<file path="config.mk">
export PLATFORM = sky130hd
export DESIGN_NAME = idu_dispatch_flat
export DESIGN_NICKNAME = d
export VERILOG_FILES = /design/src/rtl/idu_pkg.sv /design/src/rtl/idu_dispatch_if.sv /design/src/rtl/idu_slot_reg.sv /design/src/rtl/idu_dispatch.sv /design/src/flat_wrapper.sv
export SDC_FILE = /design/constraint.sdc
export NUM_CORES = 1
export LEC_CHECK = 0
export ABC_CLOCK_PERIOD_IN_PS = 2900
export CORE_MARGIN = 3
export CORE_UTILIZATION = 35
export CTS_BUF_LIST = sky130_fd_sc_hd__clkbuf_16
export DETAILED_ROUTE_END_ITERATION = 6
export GPL_TIMING_DRIVEN = 0
export MAX_ROUTING_LAYER = met4
export PLACE_DENSITY_LB_ADDON = 0.05
export SYNTH_ARGS = -nofsm -noshare
export SYNTH_HDL_FRONTEND = slang
export SYNTH_SLANG_ARGS = --single-unit
</file>
<file path="constraint.sdc">
create_clock -name clk -period 2.9 [get_ports clk]
set_input_delay 0.29 -clock clk [delete_from_list [all_inputs] [get_ports clk]]
set_output_delay 0.29 -clock clk [all_outputs]
set_load 0.02 [all_outputs]
</file>
<file path="src/rtl/idu_pkg.sv">
// Shared opcode, register and class definitions for the dual-issue dispatch unit.
package idu_pkg;

  localparam int TYPE_W = 8;
  localparam int REG_W  = 8;

  localparam logic [TYPE_W-1:0] NOP = 8'h00;
  localparam logic [TYPE_W-1:0] ADD = 8'h01;
  localparam logic [TYPE_W-1:0] SUB = 8'h02;
  localparam logic [TYPE_W-1:0] MUL = 8'h03;
  localparam logic [TYPE_W-1:0] DIV = 8'h04;

  localparam logic [REG_W-1:0] R0 = 8'h00;
  localparam logic [REG_W-1:0] R1 = 8'h01;
  localparam logic [REG_W-1:0] R2 = 8'h02;
  localparam logic [REG_W-1:0] R3 = 8'h03;
  localparam logic [REG_W-1:0] R4 = 8'h04;
  localparam logic [REG_W-1:0] R5 = 8'h05;
  localparam logic [REG_W-1:0] R6 = 8'h06;
  localparam logic [REG_W-1:0] R7 = 8'h07;

  typedef enum logic [1:0] {
    CLS_N = 2'd0,
    CLS_A = 2'd1,
    CLS_M = 2'd2
  } idu_class_e;

  // Unknown opcodes fall into CLS_N so they never consume an RS entry.
  function automatic idu_class_e opcode_class(input logic [TYPE_W-1:0] op);
    idu_class_e cls;
    case (op)
      ADD, SUB: cls = CLS_A;
      MUL, DIV: cls = CLS_M;
      default:  cls = CLS_N;
    endcase
    return cls;
  endfunction

  function automatic logic [TYPE_W-1:0] sanitize_opcode(input logic [TYPE_W-1:0] op);
    return (opcode_class(op) == CLS_N) ? NOP : op;
  endfunction

  // Clamp a 2-bit free-entry status to the 0..2 range the dispatcher reasons about.
  function automatic logic [1:0] clamp_status(input logic [1:0] st);
    return (st == 2'd3) ? 2'd2 : st;
  endfunction

endpackage

</file>
<file path="src/rtl/idu_dispatch_if.sv">
// Front-end / RS-side bundle of the dispatch unit: two decoded instructions in,
// RS free-entry status in, consume mask and two registered dispatched slots out.
interface idu_dispatch_if #(
  parameter int TYPE_W = 8,
  parameter int REG_W  = 8
);

  logic [TYPE_W-1:0] IDU_in_inst1_type;
  logic [REG_W-1:0]  IDU_in_inst1_destination_reg;
  logic [REG_W-1:0]  IDU_in_inst1_source_reg1;
  logic [REG_W-1:0]  IDU_in_inst1_source_reg2;
  logic [TYPE_W-1:0] IDU_in_inst2_type;
  logic [REG_W-1:0]  IDU_in_inst2_destination_reg;
  logic [REG_W-1:0]  IDU_in_inst2_source_reg1;
  logic [REG_W-1:0]  IDU_in_inst2_source_reg2;
  logic [1:0]        AR_Status;
  logic [1:0]        MR_Status;

  logic [1:0]        select_instruction;
  logic [TYPE_W-1:0] IDU_out_inst1_type;
  logic [REG_W-1:0]  IDU_out_inst1_destination_reg;
  logic [REG_W-1:0]  IDU_out_inst1_source_reg1;
  logic [REG_W-1:0]  IDU_out_inst1_source_reg2;
  logic [TYPE_W-1:0] IDU_out_inst2_type;
  logic [REG_W-1:0]  IDU_out_inst2_destination_reg;
  logic [REG_W-1:0]  IDU_out_inst2_source_reg1;
  logic [REG_W-1:0]  IDU_out_inst2_source_reg2;

  modport master (
    output IDU_in_inst1_type, IDU_in_inst1_destination_reg,
           IDU_in_inst1_source_reg1, IDU_in_inst1_source_reg2,
           IDU_in_inst2_type, IDU_in_inst2_destination_reg,
           IDU_in_inst2_source_reg1, IDU_in_inst2_source_reg2,
           AR_Status, MR_Status,
    input  select_instruction,
           IDU_out_inst1_type, IDU_out_inst1_destination_reg,
           IDU_out_inst1_source_reg1, IDU_out_inst1_source_reg2,
           IDU_out_inst2_type, IDU_out_inst2_destination_reg,
           IDU_out_inst2_source_reg1, IDU_out_inst2_source_reg2
  );

  modport slave (
    input  IDU_in_inst1_type, IDU_in_inst1_destination_reg,
           IDU_in_inst1_source_reg1, IDU_in_inst1_source_reg2,
           IDU_in_inst2_type, IDU_in_inst2_destination_reg,
           IDU_in_inst2_source_reg1, IDU_in_inst2_source_reg2,
           AR_Status, MR_Status,
    output select_instruction,
           IDU_out_inst1_type, IDU_out_inst1_destination_reg,
           IDU_out_inst1_source_reg1, IDU_out_inst1_source_reg2,
           IDU_out_inst2_type, IDU_out_inst2_destination_reg,
           IDU_out_inst2_source_reg1, IDU_out_inst2_source_reg2
  );

endinterface

</file>
<file path="src/rtl/idu_slot_reg.sv">
// One dispatched-instruction output slot: loads the offered fields when the slot
// is dispatched, otherwise fills with an all-zero NOP; synchronous active-low reset.
module idu_slot_reg #(
  parameter int TYPE_W = 8,
  parameter int REG_W  = 8
) (
  input  logic              clk,
  input  logic              rst_n,
  input  logic              load_i,
  input  logic [TYPE_W-1:0] type_i,
  input  logic [REG_W-1:0]  dst_i,
  input  logic [REG_W-1:0]  src1_i,
  input  logic [REG_W-1:0]  src2_i,
  output logic [TYPE_W-1:0] type_o,
  output logic [REG_W-1:0]  dst_o,
  output logic [REG_W-1:0]  src1_o,
  output logic [REG_W-1:0]  src2_o
);

  logic [TYPE_W-1:0] type_q, type_d;
  logic [REG_W-1:0]  dst_q,  dst_d;
  logic [REG_W-1:0]  src1_q, src1_d;
  logic [REG_W-1:0]  src2_q, src2_d;

  always_comb begin
    type_d = '0;
    dst_d  = '0;
    src1_d = '0;
    src2_d = '0;
    if (load_i) begin
      type_d = type_i;
      dst_d  = dst_i;
      src1_d = src1_i;
      src2_d = src2_i;
    end
  end

  always_ff @(posedge clk) begin
    if (!rst_n) begin
      type_q <= '0;
      dst_q  <= '0;
      src1_q <= '0;
      src2_q <= '0;
    end else begin
      type_q <= type_d;
      dst_q  <= dst_d;
      src1_q <= src1_d;
      src2_q <= src2_d;
    end
  end

  assign type_o = type_q;
  assign dst_o  = dst_q;
  assign src1_o = src1_q;
  assign src2_o = src2_q;

endmodule

</file>
<file path="src/rtl/idu_dispatch.sv">
// Dual-issue in-order dispatch: combinational consume mask plus registered slots.
// Optional build macro IDU_INTRA_PAIR_DEP_CHECK_EN holds back inst2 when it reads inst1's result.
module idu_dispatch #(
  parameter int TYPE_W = 8,
  parameter int REG_W  = 8
) (
  input logic                clk,
  input logic                rst_n,
  idu_dispatch_if.slave      bus
);
  import idu_pkg::*;

  idu_class_e cls1, cls2;
  logic [1:0] ar_free, mr_free;
  logic [1:0] ar_left, mr_left;
  logic       d1, d2, pair_dep;
  logic [TYPE_W-1:0] type1_clean, type2_clean;

  assign cls1        = opcode_class(bus.IDU_in_inst1_type);
  assign cls2        = opcode_class(bus.IDU_in_inst2_type);
  assign type1_clean = sanitize_opcode(bus.IDU_in_inst1_type);
  assign type2_clean = sanitize_opcode(bus.IDU_in_inst2_type);
  assign ar_free     = clamp_status(bus.AR_Status);
  assign mr_free     = clamp_status(bus.MR_Status);

`ifdef IDU_INTRA_PAIR_DEP_CHECK_EN
  assign pair_dep = (cls1 != CLS_N) &&
                    ((bus.IDU_in_inst1_destination_reg == bus.IDU_in_inst2_source_reg1) ||
                     (bus.IDU_in_inst1_destination_reg == bus.IDU_in_inst2_source_reg2));
`else
  assign pair_dep = 1'b0;
`endif

  always_comb begin
    d1      = 1'b0;
    d2      = 1'b0;
    ar_left = ar_free;
    mr_left = mr_free;
    case (cls1)
      CLS_A:   d1 = (ar_free != 2'd0);
      CLS_M:   d1 = (mr_free != 2'd0);
      default: d1 = 1'b1;
    endcase
    // inst1 takes its entry first so inst2 only sees what remains.
    if (d1 && cls1 == CLS_A) ar_left = ar_free - 2'd1;
    if (d1 && cls1 == CLS_M) mr_left = mr_free - 2'd1;
    case (cls2)
      CLS_A:   d2 = d1 && (ar_left != 2'd0);
      CLS_M:   d2 = d1 && (mr_left != 2'd0);
      default: d2 = d1;
    endcase
    if (pair_dep) d2 = 1'b0;
  end

  assign bus.select_instruction = rst_n ? {d2, d1} : 2'b00;

  idu_slot_reg #(.TYPE_W(TYPE_W), .REG_W(REG_W)) u_slot1 (
    .clk    (clk),
    .rst_n  (rst_n),
    .load_i (d1),
    .type_i (type1_clean),
    .dst_i  (bus.IDU_in_inst1_destination_reg),
    .src1_i (bus.IDU_in_inst1_source_reg1),
    .src2_i (bus.IDU_in_inst1_source_reg2),
    .type_o (bus.IDU_out_inst1_type),
    .dst_o  (bus.IDU_out_inst1_destination_reg),
    .src1_o (bus.IDU_out_inst1_source_reg1),
    .src2_o (bus.IDU_out_inst1_source_reg2)
  );

  idu_slot_reg #(.TYPE_W(TYPE_W), .REG_W(REG_W)) u_slot2 (
    .clk    (clk),
    .rst_n  (rst_n),
    .load_i (d2),
    .type_i (type2_clean),
    .dst_i  (bus.IDU_in_inst2_destination_reg),
    .src1_i (bus.IDU_in_inst2_source_reg1),
    .src2_i (bus.IDU_in_inst2_source_reg2),
    .type_o (bus.IDU_out_inst2_type),
    .dst_o  (bus.IDU_out_inst2_destination_reg),
    .src1_o (bus.IDU_out_inst2_source_reg1),
    .src2_o (bus.IDU_out_inst2_source_reg2)
  );

endmodule

</file>
<file path="src/flat_wrapper.sv">
// flat-port wrapper written by rule: the top's interface ports become plain ports
module idu_dispatch_flat import idu_pkg::*;
#(
  parameter int TYPE_W = 8,
  parameter int REG_W  = 8
)
  (clk, rst_n, bus_IDU_in_inst1_type, bus_IDU_in_inst1_destination_reg, bus_IDU_in_inst1_source_reg1, bus_IDU_in_inst1_source_reg2, bus_IDU_in_inst2_type, bus_IDU_in_inst2_destination_reg, bus_IDU_in_inst2_source_reg1, bus_IDU_in_inst2_source_reg2, bus_AR_Status, bus_MR_Status, bus_select_instruction, bus_IDU_out_inst1_type, bus_IDU_out_inst1_destination_reg, bus_IDU_out_inst1_source_reg1, bus_IDU_out_inst1_source_reg2, bus_IDU_out_inst2_type, bus_IDU_out_inst2_destination_reg, bus_IDU_out_inst2_source_reg1, bus_IDU_out_inst2_source_reg2);
  idu_dispatch_if #(.TYPE_W(TYPE_W), .REG_W(REG_W)) bus_i ();
  input logic clk;
  input logic rst_n;
  input wire logic [$bits(bus_i.IDU_in_inst1_type)-1:0] bus_IDU_in_inst1_type;
  input wire logic [$bits(bus_i.IDU_in_inst1_destination_reg)-1:0] bus_IDU_in_inst1_destination_reg;
  input wire logic [$bits(bus_i.IDU_in_inst1_source_reg1)-1:0] bus_IDU_in_inst1_source_reg1;
  input wire logic [$bits(bus_i.IDU_in_inst1_source_reg2)-1:0] bus_IDU_in_inst1_source_reg2;
  input wire logic [$bits(bus_i.IDU_in_inst2_type)-1:0] bus_IDU_in_inst2_type;
  input wire logic [$bits(bus_i.IDU_in_inst2_destination_reg)-1:0] bus_IDU_in_inst2_destination_reg;
  input wire logic [$bits(bus_i.IDU_in_inst2_source_reg1)-1:0] bus_IDU_in_inst2_source_reg1;
  input wire logic [$bits(bus_i.IDU_in_inst2_source_reg2)-1:0] bus_IDU_in_inst2_source_reg2;
  input wire logic [$bits(bus_i.AR_Status)-1:0] bus_AR_Status;
  input wire logic [$bits(bus_i.MR_Status)-1:0] bus_MR_Status;
  output wire logic [$bits(bus_i.select_instruction)-1:0] bus_select_instruction;
  output wire logic [$bits(bus_i.IDU_out_inst1_type)-1:0] bus_IDU_out_inst1_type;
  output wire logic [$bits(bus_i.IDU_out_inst1_destination_reg)-1:0] bus_IDU_out_inst1_destination_reg;
  output wire logic [$bits(bus_i.IDU_out_inst1_source_reg1)-1:0] bus_IDU_out_inst1_source_reg1;
  output wire logic [$bits(bus_i.IDU_out_inst1_source_reg2)-1:0] bus_IDU_out_inst1_source_reg2;
  output wire logic [$bits(bus_i.IDU_out_inst2_type)-1:0] bus_IDU_out_inst2_type;
  output wire logic [$bits(bus_i.IDU_out_inst2_destination_reg)-1:0] bus_IDU_out_inst2_destination_reg;
  output wire logic [$bits(bus_i.IDU_out_inst2_source_reg1)-1:0] bus_IDU_out_inst2_source_reg1;
  output wire logic [$bits(bus_i.IDU_out_inst2_source_reg2)-1:0] bus_IDU_out_inst2_source_reg2;
  assign bus_i.IDU_in_inst1_type = bus_IDU_in_inst1_type;
  assign bus_i.IDU_in_inst1_destination_reg = bus_IDU_in_inst1_destination_reg;
  assign bus_i.IDU_in_inst1_source_reg1 = bus_IDU_in_inst1_source_reg1;
  assign bus_i.IDU_in_inst1_source_reg2 = bus_IDU_in_inst1_source_reg2;
  assign bus_i.IDU_in_inst2_type = bus_IDU_in_inst2_type;
  assign bus_i.IDU_in_inst2_destination_reg = bus_IDU_in_inst2_destination_reg;
  assign bus_i.IDU_in_inst2_source_reg1 = bus_IDU_in_inst2_source_reg1;
  assign bus_i.IDU_in_inst2_source_reg2 = bus_IDU_in_inst2_source_reg2;
  assign bus_i.AR_Status = bus_AR_Status;
  assign bus_i.MR_Status = bus_MR_Status;
  assign bus_select_instruction = bus_i.select_instruction;
  assign bus_IDU_out_inst1_type = bus_i.IDU_out_inst1_type;
  assign bus_IDU_out_inst1_destination_reg = bus_i.IDU_out_inst1_destination_reg;
  assign bus_IDU_out_inst1_source_reg1 = bus_i.IDU_out_inst1_source_reg1;
  assign bus_IDU_out_inst1_source_reg2 = bus_i.IDU_out_inst1_source_reg2;
  assign bus_IDU_out_inst2_type = bus_i.IDU_out_inst2_type;
  assign bus_IDU_out_inst2_destination_reg = bus_i.IDU_out_inst2_destination_reg;
  assign bus_IDU_out_inst2_source_reg1 = bus_i.IDU_out_inst2_source_reg1;
  assign bus_IDU_out_inst2_source_reg2 = bus_i.IDU_out_inst2_source_reg2;
  idu_dispatch #(.TYPE_W(TYPE_W), .REG_W(REG_W)) u_core (.clk(clk), .rst_n(rst_n), .bus(bus_i));
endmodule
</file>
After elaboration in Yosys (flattened, before gate mapping)
Cells that the tools add are included.
Widths: inputs -> output; s select.
{"block": "classes", "n_addsub": 2, "eq_ne": 14, "mux": 9, "bitwise_logic": 3, "reduce_logical": 18}
{"op": "$eq 8x2->1 const B", "n": 4}
{"op": "$eq 8x1->1 const B", "n": 2}
{"op": "$eq 8x3->1 const B", "n": 2}
{"op": "$mux 2", "n": 5}
{"op": "$eq 2x2->1 const B", "n": 4}
{"op": "$pmux 2 s2", "n": 2}
{"op": "$reduce_bool 2->1", "n": 4}
{"op": "$reduce_or 2->1", "n": 4}
{"op": "$reduce_or 3->1", "n": 2}
{"op": "$eq 2x1->1 const B", "n": 2}
{"op": "$logic_and 1x1->1", "n": 4}
{"op": "$logic_not 2->1", "n": 2}
{"op": "$pmux 1 s2", "n": 2}
{"op": "$reduce_and 2->1", "n": 2}
{"op": "$sub 2x1->2 const B", "n": 2}
{"op": "$not 1->1", "n": 3}
{"block": "totals", "reg_bits": 64, "in_bits": 70}

Logic depth before layout (Yosys ltp)
{"block": "logic_depth", "word_depth": 12, "depth_mapped": 9, "ltp_nobuf": 8}

Modules after synthesis
Synthesis repeated with hierarchy kept, for this count alone.
{"block": "hier_totals", "hier_cells": 193, "area_unflattened_um2": 2182.1}
{"module": "idu_slot_reg", "instances": 2, "cells_each": 70, "area_each_um2": 910.9, "seq_area_each_um2": 640.6}
{"module": "idu_dispatch", "instances": 1, "cells_each": 53, "area_each_um2": 360.3, "seq_area_each_um2": 0.0}

Worst setup path after synthesis
Ideal clock, no wire load.
{"block": "synth_path", "path_type": "input -> output", "startpoint": "input bus_IDU_in_inst2_type[5]", "endpoint": "output bus_select_instruction[1]", "t_arrival_ps": 2295, "t_required_ps": 2610, "path_slack_ps": 315, "path_stages": 8, "path_cell_list": "or4_1 nor2_1 nand2_1 ha_1 o211a_1 a2111oi_4 buf_2 nor3_1"}
{"block": "synth_between", "elab_chain_cells": 6, "word_cells_on_any_way": 11}
{"item": "start: declaration", "line": "flat_wrapper.sv:15", "text": "input wire logic [$bits(bus_i.IDU_in_inst2_type)-1:0] bus_IDU_in_inst2_type;"}
{"item": "$eq 8x2->1 (tied with other cells)", "line": "idu_pkg.sv:31", "text": "case (op)"}
{"item": "$reduce_or 2->1", "line": "idu_pkg.sv:31"}
{"item": "$pmux 2 s2 (*)", "line": "idu_pkg.sv:31"}
{"item": "$eq 2x2->1 or $eq 2x1->1 (tied branches)", "line": "idu_dispatch.sv:47", "text": "case (cls2)"}
{"item": "$pmux 1 s2 (*)", "line": "idu_dispatch.sv:47"}
{"item": "$mux 2 (*)", "line": "idu_dispatch.sv:55", "text": "assign bus.select_instruction = rst_n ? {d2, d1} : 2'b00;"}
{"item": "end: declaration", "line": "flat_wrapper.sv:21", "text": "output wire logic [$bits(bus_i.select_instruction)-1:0] bus_select_instruction;"}
Every way passes the cells marked *; elsewhere a longest branch is shown, timed or not.

Final worst setup path
{"block": "layout_path", "startpoint": "input bus_IDU_in_inst2_type[6]", "endpoint": "output bus_select_instruction[1]"}
Same word-level chain as after synthesis.

==> impl_results.md <==
- Clk buf depth: 2
- Initial core utilization: about 37%
- Fillers: between 500 and 600
- Multi-input gate area: ~1100 µm²
- Number of global-route vias before repair: between 1500 and 2000
- Die extent in x: a little under 90 µm
- Worst-margin pin slew: 0.3346 ns
- Maximum vdd drop: roughly 0.3 mV
- Commonest non-fill, non-tap cell in the layout: clkdlybuf4s50_1
- Synth Register Bits: 64
- Global-route wire length before repair: about 8900 µm
- Crit path required time: 2.61 ns
- # hold bufs at CTS: 0
- Outcome: finished clean
- Hold/Removal Path Class: primary input to flop
- Layout cells sized above 1: roughly 25%
- Sequential cell area: 1281 µm²
- Post-layout min period: around 2.8 ns
- Row count: 29
- Seq/Total Area, Yosys: 54.12%
- Endpoints failing setup: 0
- Final instance area: roughly 4200 µm²
- Syn Area/Cell: 12.80 µm²
- Largest net degree at the start of global routing: 11
- P_leak: 1.601 nW
- Gp weighted congestion: roughly 0.75
- Final WL: ~5700 µm
- CP max FO: 3
- CP endpoint kind: output pin
- Most frequent cells in the layout: clkdlybuf4s50_1, dfxtp_1, nor4b_2, and2_4, buf_4
- Maxcap violations: 0
- NumNets Final: ~400
- CTS tree: yes
- Slew HR: 77.69%
- DR vias/cell: around 4.6
- Routed vias: ~1900
- PortBufs: between 100 and 150
- Detailed Place HPWL: between 4000 and 5000 µm
- WL/cell: 13.58 µm
- Setup TNS: 0 ns
- Die Area: about 7800 µm²
- Final ANT Viol Nets: 0
- Post-synth cell types: 32
- Post-Syn Area: between 2000 and 2500 µm²
- DR iter-0 viols: 40
- Tot Pwr: 2.330 mW
- Max-slew violations: 0
- CTS root buf: clkbuf_16
- H-tree lvl count: 3
- Yosys warning count: 0
- # IOs: between 100 and 150
- Cells after DPL: between 300 and 400
- Placement Cell Area: between 3000 and 4000 µm²
- Clock transition at the registers of the reported paths: around 0.050 ns
- Critical Path Max Stage Delay: around 0.55 ns
- Period utilization: a little over nine tenths
- Most frequent CP cell: buf_4
- Total track usage: 15.32%
- Critical Path Start Type: primary input
- Area Growth Syn to Fin: 78.33%
- CTS Buf Count: 9
- Hold Fails Final Rpt: 0
- Clock sink count: 64
- Mapped Cells: 185
- Ordered list of cells on the worst path: dlygate4sd2_1, or4_4, nor2_4, o21a_1, ha_4, o211a_1, a2111oi_4, buf_4, nor3_1, buf_4
- DIE HEIGHT: ~90 µm
- WP data arrival: about 2.5 ns
- DRC: 0
- Pre-antenna DRT Iters: 4
- Peak Freq: roughly 360 MHz
- Setup WS pre-CTS: -0.9442 ns
- Final Instance Count excl. Fillers: between 400 and 500
- Core ar.: 6459 µm²
- WS Path Type: primary input to output pin
- Synthesized Nets: between 200 and 300
- Crit path max-delay cell type: or4_4
- Initial antenna violation count: 0
- Grt ovf: 0
- RSZ-0062 raised after global routing: no
- Power per cell area: around 550 nW/µm²
- Fin worst setup slack: around 0.14 ns
## synthesized netlist by cell type
library cell / instances / area share [%]
dfxtp_1: 64 / 54
nor4b_2: 21 / 13
and2_4: 19 / 7.0
nor3b_1: 9 / 2.9
nand2b_1: 8 / 2.1
nor4_1: 8 / 2.1
and2_1: 5 / 1.3
ha_1: 5 / 2.6
nor2_1: 5 / 0.79
buf_2: 4 / 0.85
buf_4: 4 / 1.3
nand2_1: 4 / 0.63
nor4b_1: 4 / 1.5
nor3_1: 3 / 0.63
buf_6: 2 / 0.95
o21a_1: 2 / 0.63
xnor2_1: 2 / 0.74
xor2_1: 2 / 0.74
a2111oi_4: 1 / 1.2
a21o_1: 1 / 0.32
a21oi_1: 1 / 0.21
buf_1: 1 / 0.16
clkbuf_1: 1 / 0.16
inv_4: 1 / 0.26
nand3b_1: 1 / 0.32
o211a_1: 1 / 0.42
o21a_2: 1 / 0.37
o21ai_0: 1 / 0.21
o31ai_4: 1 / 0.90
o41ai_2: 1 / 0.69
or3_1: 1 / 0.26
or4_1: 1 / 0.32
## where the power goes
group	switching, mW	total [mW]	internal, mW
logic	0.123	0.321	0.197
clock network	0.346	1.08	0.735
registers	0.00854	0.928	0.919
total	0.478	2.33	1.85
## logic make-up (layout without fill, tap and decap cells)
kind of cell / after synthesis / count (layout) / synth area share (%)
other: 0 / 1 / 0
buffers and inverters: 13 / 168 / 3.647
and+or+nand+nor: 89 / 89 / 33.19
adders and majority gates: 5 / 5 / 2.643
DFF: 64 / 64 / 54.12
AOI/OAI and AO/OA: 10 / 10 / 4.915
xor gates and xnor gates: 4 / 4 / 1.480
## area by class of cell
| class | instances | share of cell area [%] |
|---|---|---|
| antenna | 1 | 0.05928 |
| buffer | 12 | 2.045 |
| clock buffer | 9 | 5.335 |
| clock inverter | 6 | 1.808 |
| inverter | 1 | 0.1482 |
| multi-input combinational | 108 | 25.37 |
| sequential | 64 | 30.35 |
| tap | 77 | 2.282 |
| timing repair buffer | 140 | 32.60 |
## through the flow
step	hold slack, ns	utilization (%)
floorplan	0.4117	-
global placement	0.8566	59.07
detailed placement	0.8591	59.07
CTS	0.3512	65.03
global route	0.3803	65.32
finish	0.3632	65.36
## final timing paths
| check | slack (ns) | endpoint | cells after the start | from |
|---|---|---|---|---|
| max | 0.14 | bus_select_instruction[1] | 10 | bus_IDU_in_inst2_type[6] |
| min | 0.36 | u_core.u_slot2.type_o[7] | 3 | bus_IDU_in_inst2_type[7] |
## critical path: cells and delay by family
family          cells  cell delay [ns]
compound gates      3             0.66
fa+ha+maj           1             0.24
buf+inv             3             0.58
simple gates        3             0.72
## what timing repair did
item,4_1_cts,5_1_grt
setup endpoints to repair,2,2
buffers inserted,5,0
pin swaps,8,5
resized for setup,24,8
## registers in the layout, indices dropped and copies added (netlist names)
name,count
u_core.u_slot1.src1_o,8
u_core.u_slot2.src1_o,8
u_core.u_slot2.src2_o,8
u_core.u_slot1.src2_o,8
u_core.u_slot2.type_o,8
u_core.u_slot1.type_o,8
u_core.u_slot1.dst_o,8
u_core.u_slot2.dst_o,8
## metal layers
metal,vias up,track usage (%),wire length (µm)
met4,0,8.929,104
li1,955,-,-
met3,10,4.376,430
met1,866,18.34,2431
met2,73,22.91,2710
met5,-,-,0
(Power assumes the default switching activity.)
==> edit, RTL diff (config.mk and constraints unchanged) <==
The option `IDU_INTRA_PAIR_DEP_CHECK_EN` is turned on by a define.
--- a/src/rtl/idu_dispatch.sv
+++ b/src/rtl/idu_dispatch.sv
@@ -1,5 +1,7 @@
 // Dual-issue in-order dispatch: combinational consume mask plus registered slots.
 // Optional build macro IDU_INTRA_PAIR_DEP_CHECK_EN holds back inst2 when it reads inst1's result.
+`define IDU_INTRA_PAIR_DEP_CHECK_EN
+
 module idu_dispatch #(
   parameter int TYPE_W = 8,
   parameter int REG_W  = 8
Formal check against the unedited RTL: not equivalent (a bounded check fails within 4 cycles, from zero or initial values).
==> edit against the original RTL <==
  * Wire length is 9.4% higher
  * Non-clock buffer count is 1 higher
  * Maximum frequency up 0.52%
  * Synthesized area grew 0.32%
  * Largest cell class unchanged
  * Total power increased by 5.7%
  * Global-route usage grew 0.95 points
  * Cell area decreased by 0.36%
  * Sequential cell count unchanged
  * Worst setup slack better by 0.014 ns
  * Die area rose by 0.29%
==> edit: results (changes against the original RTL) <==
Synth cell types: 27 (was 32)
Compound-Gate Fraction of Synth Area: 14.8% (was 4.92%)
Post-DP HPWL: 4800 µm (was 4260 µm)
Post-Synth Adder-Cell Area: 2.63% (was 2.64%)
Largest net degree at the start of global routing: 12 (was 11)
Pre-CTS setup slack: -0.738 ns (was -0.944 ns)
Crit path DAT: 2.45 ns (was 2.47 ns)
DP Area: 0.00382 mm² (was 0.00381 mm²)
CP max FO: 10 (was 3)
GR Util All Layers: 16.3% (was 15.3%)
Crit-path max cell delay: 0.44 ns (was 0.55 ns)
P_leak: 1.72 nW (was 1.60 nW)
Sw Share: 21.1% (was 20.5%)
Syn_nets: 308 (was 260)
Largest cells by area after synthesis: dfxtp_1 54%, a211oi_1 7.6%, xnor2_1 7.0% (was dfxtp_1 54%, nor4b_2 13%, and2_4 7.0%)
Post-synthesis sequential area ratio: 54.0% (was 54.1%)
Synth cell count leaders: 64 x dfxtp_1, 37 x inv_1, 25 x and2_1, 24 x a211oi_1, 19 x xnor2_1 (was 64 x dfxtp_1, 21 x nor4b_2, 19 x and2_4, 9 x nor3b_1)
Clk network pwr share: 48.6% (was 46.4%)
Inserted Diodes: 0 (was 1)
Slowest cell on crit path: clkdlybuf4s50_1 (was or4_4)
Status: complete, no violations (unchanged)
Vias in the first global route: 1966 (was 1801)
Synth Area in XOR/XNOR: 7.38% (was 1.48%)
Per-cell routed wire length: 13.3 µm (was 13.6 µm)
Peak VDD IR: 0.306 mV (was 0.296 mV)
First-pass GRT wire length: 9250 µm (was 8890 µm)
edit: through the flow:
step           utilization [%]  hold slack, ns  std cells  setup TNS [ns]  power (W)
4_1_cts                   64.9           0.481        464               0    0.00249
6_report                  65.1           0.489        466               0    0.00246
2_1_floorplan                -           0.404        233               0    0.00108
5_1_grt                   65.1           0.489        466               0    0.00256
3_5_place_dp              59.2           0.825        445           -2.24    0.00128
3_3_place_gp              59.2           0.818        445           -1.72    0.00128
edit: area by class of cell:
class | instances | area [µm²]
Timing Repair Buffer | 140 | 1380
Sequential cell | 64 | 1280
Multi-Input combinational cell | 119 | 902
Fill cell | 550 | 2250
Clock buffer | 9 | 225
Tap cell | 77 | 96.3
Inverter | 37 | 139
Buffer | 13 | 70.1
Clock inverter | 7 | 110
edit: per-layer routing:
| metal | global-route usage (%) | routed length [µm] |
|---|---|---|
| met1 | 20.2 | 2790 |
| met5 | - | 0 |
| met3 | 5.31 | 360 |
| met2 | 25.0 | 3000 |
| met4 | 5.36 | 61 |
edit: cell families after synthesis:
| kind of cell | count (synthesis) |
|---|---|
| AO/OA/AOI/OAI | 41 |
| AND/OR/NAND/NOR | 53 |
| flip-flops | 64 |
| XOR/XNOR | 20 |
| adder cells (fa/ha/maj) | 5 |
| buffers and inverters | 50 |
edit: worst paths after layout:
kind                           startpoint                   endpoint  depth (start not counted)  slack [ns]
max              bus_IDU_in_inst1_type[4]  bus_select_instruction[1]                         12        0.16
min   bus_IDU_in_inst2_destination_reg[0]    u_core.u_slot2.dst_o[0]                          3        0.49
edit: what timing repair did:
item | in CTS | in global routing
setup buffers | 3 | 2
setup endpoints to repair | 2 | 1
resized for setup | 11 | 0
pin swaps | 2 | 3
